`src/rtl/conv_vect_sched.sv`:
```
// Input scheduler for the serial 1x1 conv stage: replays each input value once per output
// channel, adds sop/eop/sof/eof framing, and inserts an idle gap after every pixel.
module conv_vect_sched #(
  parameter int unsigned DATA_WIDTH = 8,
  parameter int unsigned IN_CH      = 8,
  parameter int unsigned OUT_CH     = 3,
  parameter int unsigned STRING_LEN = 224,
  parameter int unsigned STRING_NUM = 224,
  parameter int unsigned GAP_CYCLES = 2
) (
  input  logic                  clk,
  input  logic                  reset,
  input  logic [DATA_WIDTH-1:0] in_data_i,
  input  logic                  in_valid_i,
  input  logic                  in_sof_i,
  output logic                  in_ready_o,
  output logic [DATA_WIDTH-1:0] data_o,
  output logic                  valid_o,
  output logic                  sop_o,
  output logic                  eop_o,
  output logic                  sof_o,
  output logic                  eof_o,
  output logic                  busy_o,
  output logic                  err_o
);

  localparam int unsigned REP_W = (OUT_CH > 1)     ? $clog2(OUT_CH)     : 1;
  localparam int unsigned CH_W  = (IN_CH > 1)      ? $clog2(IN_CH)      : 1;
  localparam int unsigned PIX_W = (STRING_LEN > 1) ? $clog2(STRING_LEN) : 1;
  localparam int unsigned ROW_W = (STRING_NUM > 1) ? $clog2(STRING_NUM) : 1;
  localparam int unsigned GAP_W = (GAP_CYCLES > 1) ? $clog2(GAP_CYCLES) : 1;

  localparam logic [REP_W-1:0] REP_LAST = REP_W'(OUT_CH - 1);
  localparam logic [CH_W-1:0]  CH_LAST  = CH_W'(IN_CH - 1);
  localparam logic [PIX_W-1:0] PIX_LAST = PIX_W'(STRING_LEN - 1);
  localparam logic [ROW_W-1:0] ROW_LAST = ROW_W'(STRING_NUM - 1);
  localparam logic [GAP_W-1:0] GAP_LAST = GAP_W'(GAP_CYCLES - 1);
  localparam bit               HAS_GAP  = (GAP_CYCLES != 0);

  typedef enum logic [1:0] {
    IDLE = 2'd0,
    RUN  = 2'd1,
    GAP  = 2'd2
  } state_e;

  state_e                state_q, state_d;
  logic [REP_W-1:0]      rep_cnt_q, rep_cnt_d;
  logic [CH_W-1:0]       ch_cnt_q, ch_cnt_d;
  logic [PIX_W-1:0]      pix_cnt_q, pix_cnt_d;
  logic [ROW_W-1:0]      row_cnt_q, row_cnt_d;
  logic [GAP_W-1:0]      gap_cnt_q, gap_cnt_d;
  logic [DATA_WIDTH-1:0] hold_q, hold_d;
  logic [DATA_WIDTH-1:0] data_q, data_d;
  logic                  valid_q, valid_d;
  logic                  sop_q, sop_d;
  logic                  eop_q, eop_d;
  logic                  sof_q, sof_d;
  logic                  eof_q, eof_d;
  logic                  busy_q, busy_d;
  logic                  err_q, err_d;

  logic rep_last, ch_last, pix_last, row_last, gap_last;
  logic accept;

  assign rep_last = (rep_cnt_q == REP_LAST);
  assign ch_last  = (ch_cnt_q == CH_LAST);
  assign pix_last = (pix_cnt_q == PIX_LAST);
  assign row_last = (row_cnt_q == ROW_LAST);
  assign gap_last = (gap_cnt_q == GAP_LAST);

  // Ready depends only on registered state, so upstream valid can never loop back into it
  always_comb begin
    in_ready_o = 1'b0;
    if (state_q == IDLE) begin
      in_ready_o = 1'b1;
    end else if (state_q == RUN && rep_last) begin
      in_ready_o = !(ch_last && HAS_GAP);
    end
  end

  assign accept = in_valid_i & in_ready_o;

  // Next state: counters advance on the last repeat whether or not a new word follows
  always_comb begin
    state_d   = state_q;
    rep_cnt_d = rep_cnt_q;
    ch_cnt_d  = ch_cnt_q;
    pix_cnt_d = pix_cnt_q;
    row_cnt_d = row_cnt_q;
    gap_cnt_d = gap_cnt_q;
    hold_d    = hold_q;
    err_d     = 1'b0;

    unique case (state_q)
      IDLE: ;
      RUN: begin
        if (!rep_last) begin
          rep_cnt_d = rep_cnt_q + REP_W'(1);
        end else begin
          if (ch_last) begin
            ch_cnt_d = '0;
            if (pix_last) begin
              pix_cnt_d = '0;
              row_cnt_d = row_last ? '0 : row_cnt_q + ROW_W'(1);
            end else begin
              pix_cnt_d = pix_cnt_q + PIX_W'(1);
            end
          end else begin
            ch_cnt_d = ch_cnt_q + CH_W'(1);
          end
          if (ch_last && HAS_GAP) begin
            state_d   = GAP;
            gap_cnt_d = '0;
          end else begin
            state_d = IDLE;
          end
        end
      end
      GAP: begin
        if (gap_last) begin
          state_d = IDLE;
        end else begin
          gap_cnt_d = gap_cnt_q + GAP_W'(1);
        end
      end
      default: state_d = IDLE;
    endcase

    if (accept) begin
      hold_d    = in_data_i;
      rep_cnt_d = '0;
      state_d   = RUN;
      // A frame start arriving off the frame origin realigns the position counters
      if (in_sof_i && (ch_cnt_d != '0 || pix_cnt_d != '0 || row_cnt_d != '0)) begin
        ch_cnt_d  = '0;
        pix_cnt_d = '0;
        row_cnt_d = '0;
        err_d     = 1'b1;
      end
    end
  end

  // Output beat for the next cycle, decoded from the next-state counters
  always_comb begin
    valid_d = (state_d == RUN);
    data_d  = valid_d ? hold_d : '0;
    sop_d   = valid_d && ch_cnt_d == '0 && rep_cnt_d == '0 && pix_cnt_d == '0;
    eop_d   = valid_d && ch_cnt_d == CH_LAST && rep_cnt_d == REP_LAST && pix_cnt_d == PIX_LAST;
    sof_d   = sop_d && row_cnt_d == '0;
    eof_d   = eop_d && row_cnt_d == ROW_LAST;
    busy_d  = (state_d != IDLE);
  end

  always_ff @(posedge clk or posedge reset) begin
    if (reset) begin
      state_q   <= IDLE;
      rep_cnt_q <= '0;
      ch_cnt_q  <= '0;
      pix_cnt_q <= '0;
      row_cnt_q <= '0;
      gap_cnt_q <= '0;
      hold_q    <= '0;
      data_q    <= '0;
      valid_q   <= 1'b0;
      sop_q     <= 1'b0;
      eop_q     <= 1'b0;
      sof_q     <= 1'b0;
      eof_q     <= 1'b0;
      busy_q    <= 1'b0;
      err_q     <= 1'b0;
    end else begin
      state_q   <= state_d;
      rep_cnt_q <= rep_cnt_d;
      ch_cnt_q  <= ch_cnt_d;
      pix_cnt_q <= pix_cnt_d;
      row_cnt_q <= row_cnt_d;
      gap_cnt_q <= gap_cnt_d;
      hold_q    <= hold_d;
      data_q    <= data_d;
      valid_q   <= valid_d;
      sop_q     <= sop_d;
      eop_q     <= eop_d;
      sof_q     <= sof_d;
      eof_q     <= eof_d;
      busy_q    <= busy_d;
      err_q     <= err_d;
    end
  end

  assign data_o  = data_q;
  assign valid_o = valid_q;
  assign sop_o   = sop_q;
  assign eop_o   = eop_q;
  assign sof_o   = sof_q;
  assign eof_o   = eof_q;
  assign busy_o  = busy_q;
  assign err_o   = err_q;

endmodule

```
`config.mk`:
```
export PLATFORM = sky130hd
export DESIGN_NAME = conv_vect_sched
export DESIGN_NICKNAME = d
export VERILOG_FILES = /design/src/rtl/conv_vect_sched.sv
export SDC_FILE = /design/constraint.sdc
export NUM_CORES = 1
export LEC_CHECK = 0
export ABC_CLOCK_PERIOD_IN_PS = 2300
export BUFFER_PORTS_ARGS = -buffer_cell sky130_fd_sc_hd__buf_4
export CORE_MARGIN = 3
export CORE_UTILIZATION = 35
export CTS_BUF_LIST = sky130_fd_sc_hd__clkbuf_16
export CTS_CLUSTER_DIAMETER = 60
export DETAILED_ROUTE_END_ITERATION = 10
export PLACE_DENSITY_LB_ADDON = 0.1
export SLEW_MARGIN = 5
export SYNTH_ARGS = -nofsm -noshare
export SYNTH_HDL_FRONTEND = slang
export SYNTH_SLANG_ARGS = --single-unit
```
`constraint.sdc`:
```
create_clock -name clk -period 2.3 [get_ports clk]
set_clock_uncertainty 0.1 [all_clocks]
set_input_delay 0.23 -clock clk [delete_from_list [all_inputs] [get_ports clk]]
set_output_delay 0.23 -clock clk [all_outputs]
set_load 0.05 [all_outputs]
```
Word level (Yosys, flattened, before mapping):

Cells that the tools add are included.

* flip-flop bits (word level): 47
* bits of input ports: 12
* output and inout port bits: 16
* logic and storage cells: 94

* add/sub/neg operators: 5
* equal/unequal tests: 13
* muxes and demuxes: 36
* bitwise gates (word level): 1
* reduce and logical (&&, ||, !) cells: 24

Operator list (count)
* two-way mux 8 bit: 15
* == test 8 bit (second input constant): 4
* adder 8 x 1 -> 8 bit (second input constant): 2
* zero test 8 bit: 2
* nonzero test 8 bit: 2
* two-way mux 3 bit: 5
* two-way mux 2 bit: 7
* logical AND 1 bit: 10
* two-way mux 1 bit: 7
* == test 2 bit (second input constant): 3
* == test 3 bit (second input constant): 2
* case mux 2 bit (3 select lines): 1
* == test 2 x 1 -> 1 bit (second input constant): 2
* zero test 2 bit: 2
* != test 2 bit (second input constant): 2
* nonzero test 2 bit: 2
* adder 3 x 1 -> 3 bit (second input constant): 1
* zero test 3 bit: 1
* AND reduction 3 bit: 1
* nonzero test 3 bit: 1
* adder 2 x 1 -> 2 bit (second input constant): 1
* logical OR 1 bit: 2
* case mux 1 bit (2 select lines): 1
* adder 1 bit (second input constant): 1
* other kinds (2): 2

Depth between registers and ports, before layout:

* depth in word-level cells: 16
* mapped depth: 11
* gate-level depth less buffers: 8

Least setup slack after synthesis:

No wires, ideal clock.

* path type: reg2reg
* from: register ch_cnt_q[0]
* to: register sof_q, in the netlist sof_o
* library setup time: 0.111 ns
* arrival: 2.195 ns
* data required time: 2.089 ns
* setup slack: -0.106 ns
* stages on the path, launching flop included: 11
* buffers on the path: 2
* clock period less this slack: 2.406 ns
* path through: dfrtp_1 > ha_1 > ha_1 > and4b_1 > buf_6 > buf_6 > nand4b_1 > o311ai_1 > nor4_4 > a31oi_1 > a2111oi_2

* longest elaborated chain between the ends: 15
* elaborated cells on any way between the ends: 41
* classes of those cells: 1 x add/sub; 2 x eq/ne; 22 x mux; 1 x bitwise; 15 x reduce/logical

RTL lines
* start, declared: line 48 `logic [CH_W-1:0] ch_cnt_q, ch_cnt_d;`
* start signal, assigned: line 174 `ch_cnt_q <= ch_cnt_d;`
* adder 3 x 1 -> 3 bit or == test 3 bit (tied branches): line 109, 66
* two-way mux 3 bit or two-way mux 8 bit (tied branches): line 100 `if (ch_last) begin`
* two-way mux 3 bit or two-way mux 8 bit (tied branches): line 97 `if (!rep_last) begin`
* two-way mux 3 bit or two-way mux 8 bit (tied branches): line 94 `unique case (state_q)`
* nonzero test 3 bit or nonzero test 8 bit (tied branches): line 134 `if (in_sof_i && (ch_cnt_d != '0 || pix_cnt_d != '0 || row_cnt_d != '0)) begin`
* logical OR 1 bit (2 in a row): line 134
* logical AND 1 bit: line 134
* two-way mux 3 bit: line 134
* two-way mux 3 bit: line 129 `if (accept) begin`
* zero test 3 bit: line 147 `sop_d = valid_d && ch_cnt_d == '0 && rep_cnt_d == '0 && pix_cnt_d == '0;`
* logical AND 1 bit (3 in a row): line 147
* logical AND 1 bit *: line 149 `sof_d = sop_d && row_cnt_d == '0;`
* named net sof_d: line 57 `logic sof_q, sof_d;`
* end signal, assigned: line 167 `sof_q <= 1'b0;`
* end signal, assigned: line 183 `sof_q <= sof_d;`
* end, declared: line 57

Mark *: on every way through the listed nets, which the timed path passes. The rest lies on a longest branch.
A chain may end at the register's enable or synchronous reset.

Final worst setup path:

* from: register ch_cnt_q[1]
* to: register eof_q, in the netlist eof_o

* longest elaborated chain between the ends: 15
* elaborated cells on any way between the ends: 41
* classes of those cells: 1 x add/sub; 6 x eq/ne; 22 x mux; 1 x bitwise; 11 x reduce/logical

RTL lines
* adder 3 x 1 -> 3 bit or == test 3 bit (tied branches): line 109, 66
* two-way mux 3 bit or two-way mux 8 bit (tied branches): line 100
* two-way mux 3 bit or two-way mux 8 bit (tied branches): line 97
* two-way mux 3 bit or two-way mux 8 bit (tied branches): line 94
* nonzero test 3 bit or nonzero test 8 bit (tied branches): line 134
* logical OR 1 bit (2 in a row): line 134
* logical AND 1 bit: line 134
* two-way mux 3 bit: line 134
* two-way mux 3 bit: line 129
* == test 3 bit: line 148 `eop_d = valid_d && ch_cnt_d == CH_LAST && rep_cnt_d == REP_LAST && pix_cnt_d == PIX_LAST;`
* logical AND 1 bit (2 in a row): line 148
* logical AND 1 bit *: line 148
* named net eop_d: line 56 `logic eop_q, eop_d;`
* logical AND 1 bit *: line 150 `eof_d = eop_d && row_cnt_d == ROW_LAST;`
* named net eof_d: line 58 `logic eof_q, eof_d;`
* end signal, assigned: line 184 `eof_q <= eof_d;`
* end, declared: line 58

Marked as above.

==> impl_metrics.py <==
metrics = {
    "critical_path": {
        "crit_buf_inv": 0,
        "crit_fanout": 5,
        "critical-path-slowest-cell": "dfrtp_1",
        "cpPeakStageDelay_ps": 380,
        "worstSetupPathType": "flop to flop",
        "critPathLaunchType": "flop",
        "required_ps": 2430,
        "path_cells": "ha_2 -> ha_4 -> nand2b_1 -> a211oi_4 -> a2bb2oi_2 -> nand4b_1 -> a211oi_2 -> and4_1",
        "cp-end-kind": "flop",
        "cp.arrival_ps": 2540,
        "cp-startpoint": "ch_cnt_q[1]",
        "timing.rr.start": "ch_cnt_q[1]",
        "critPathTopFamily": "compound AO/OA/AOI/OAI gates",
    },
    "grt": {
        "antenna_found_initial": 0,
        "grt_max_degree": 25,
        "grt_usage_pct": 16.6,
        "grt_overflow": 0,
        "grt_pass1_wl_um": 11400,
        "grt_pass1_vias": 2370,
    },
    "worst_hold_path": {
        "min_path_type": "input port to flop",
        "hold_start": "in_data_i[0]",
    },
    "floorplan": {
        "die_x_um": 92.4,
        "fp.dieH_um": 92.4,
        "rows": 30,
        "core_mm2": 0.00702,
        "dieArea_mm2": 0.00854,
        "start_util_pct": 37.3,
        "pin_count": 28,
    },
    "placed_design": {
        "hpwlAfterDp_um": 4900,
        "post-place-ws_ps": -245,
        "place.gp.congestion": 0.856,
        "port_buffers": 27,
        "place_inst": 426,
    },
    "logic_synthesis": {
        "synthCells": 258,
        "synth_most_common_cell": "dfrtp_1",
        "synth_area_leaders": "dfrtp_1, nor2_1, mux2_2, ha_1, nand2_1",
        "synth_area_mm2": 0.00262,
        "yosys_warnings": 0,
        "synth_commonest_cells": "dfrtp_1, nor2_1, nand2_1",
        "avgSynthCellArea_um2": 10.1,
        "ys.flop_type": "dfrtp_1",
        "syn_nets": 276,
        "yosysTopAreaCell": "dfrtp_1",
        "seq_area_frac_synth_pct": 45.0,
        "yosysUniqueCellTypes": 61,
        "async_flop_share_pct": 100,
        "ys_seq_elements": 47,
        "synth_top_cell_area_share_pct": 45.0,
        "synth_edf_count": 0,
    },
    "sta": {
        "max_freq_mhz": 416,
        "hold_violations": 0,
        "drv_slew": 0,
        "setup_ws_ps": -106,
        "period_share_pct": 105,
        "slew_headroom_pct": 66.0,
        "worst_pin_slew_ps": 509,
        "min_period_ps": 2410,
        "rsz0062_at_grt": "true",
        "setup_violations": 6,
        "whs_ps": 81.3,
        "timing.setup.tns_ps": -384,
    },
    "clocking": {
        "h-tree-depth": 2,
        "cts-root-buf": "clkbuf_16",
        "cts_tree": "done",
        "path_clk_slew_ps": 70,
        "clk_latency_ps": 290,
        "clock_sinks": 47,
        "cts_made_buffers": 5,
        "cts_buffer_depth": 2,
    },
    "routing": {
        "ant_nets": 0,
        "routed_via_density": 5.11,
        "wl_met3_um": 268,
        "top_layer": "met4",
        "drtIter0Drc": 86,
        "drt-met1-wl_um": 3050,
        "via_count": 2280,
        "drc": 0,
        "finalWirelength_um": 6660,
        "first_pass_iters": 4,
        "wl_met2_um": 3220,
        "routedWlPerCell_um": 14.9,
    },
    "final_layout": {
        "area_growth_pct": 42.3,
        "layout.nets": 367,
        "nFillCells": 655,
        "ff_latch_area_mm2": 0.00118,
        "n_antenna_cell": 0,
        "drive_gt1_share_pct": 44.0,
        "instances_no_fill": 446,
        "multi_input_area_mm2": 0.00148,
    },
    "power_and_ir_drop": {
        "ir_drop_mv": 0.669,
        "power.density_mw_per_mm2": 977,
        "report.power.total_uw": 3640,
        "p_leak_uw": 0.00171,
    },
    "status": {
        "violations": "negative setup slack",
        "outcome": "complete, but fails checks",
    },
    "flow_run": {
        "drv_cap": 0,
    },
}
[layout by cell type, fill, tap and decap left out, types with 6 or more instances in the layout]
cell type / count
nand2_1: 17
nand3_1: 11
dfrtp_1: 47
a21oi_1: 7
mux2_2: 8
buf_4: 94
o21ai_0: 6
and2_1: 9
mux2i_1: 6
nor2_1: 25
nor3_1: 7
[area by class of cell]
cell class                 count  share of cell area, %
clock inverter                 3                  0.739
inverter                       6                  0.605
sequential                    47                   31.6
clock buffer                   5                   3.36
tap                           96                   3.23
multi-input combinational    189                   39.7
timing repair buffer         100                   20.8
[per-stage QoR]
step                      util, %  instance area, um2
after floorplan                 -                2640
after CTS                    52.3                3670
final                        53.0                3720
after detailed placement     47.5                3330
after global placement       47.5                3330
after global routing         53.0                3720
[registers in the layout, indices dropped and copies added, names as in the netlist, 2 cells and up]
register / flops
pix_cnt_q: 8
ch_cnt_q: 3
state_q: 2
row_cnt_q: 8
hold_q: 8
rep_cnt_q: 2
data_o: 8
[power by group]
part	switching (uW)	internal, uW	leakage (uW)
logic	973	747	0.00103
clock network	344	415	0.0000723
registers	102	1060	0.000612
[logic make-up after synthesis]
group / after synthesis / synth area share [%]
compound gates: 44 / 12.7
xor+xnor: 7 / 2.34
fa+ha+maj: 6 / 2.87
buf+inv: 23 / 4.93
flops: 47 / 45.0
mux: 15 / 6.17
simple gates: 116 / 26.0
[path summary, 6_finish.rpt]
kind / endpoint / slack, ps / cells past startpoint
max: eof_o / -110 / 8
min: hold_q[0] / 80 / 2
max reg2reg: eof_o / -110 / 8
min reg2reg: gap_cnt_q / 380 / 2
max in group asynchronous: pix_cnt_q[1] / 1160 / 4
min in group asynchronous: hold_q[3] / 430 / 3
[layer usage]
metal | global-route usage, % | vias to the layer above
li1 | - | 1112
met1 | 21.5 | 1111
met2 | 27.5 | 46
met3 | 3.98 | 11
met4 | 5.20 | 0
met5 | 0 | -
[timing repair]
action | 4_1_cts | 5_1_grt
endpoints found under the setup margin | 24 | 26
hold buffers | 1 | 0
setup buffers | 7 | 2
gates cloned | 1 | 1
pin swaps | 13 | 4
endpoints found under the hold margin | 23 | 0
gates resized for setup | 23 | 6
No activity file was read; power rests on OpenSTA's default activity.
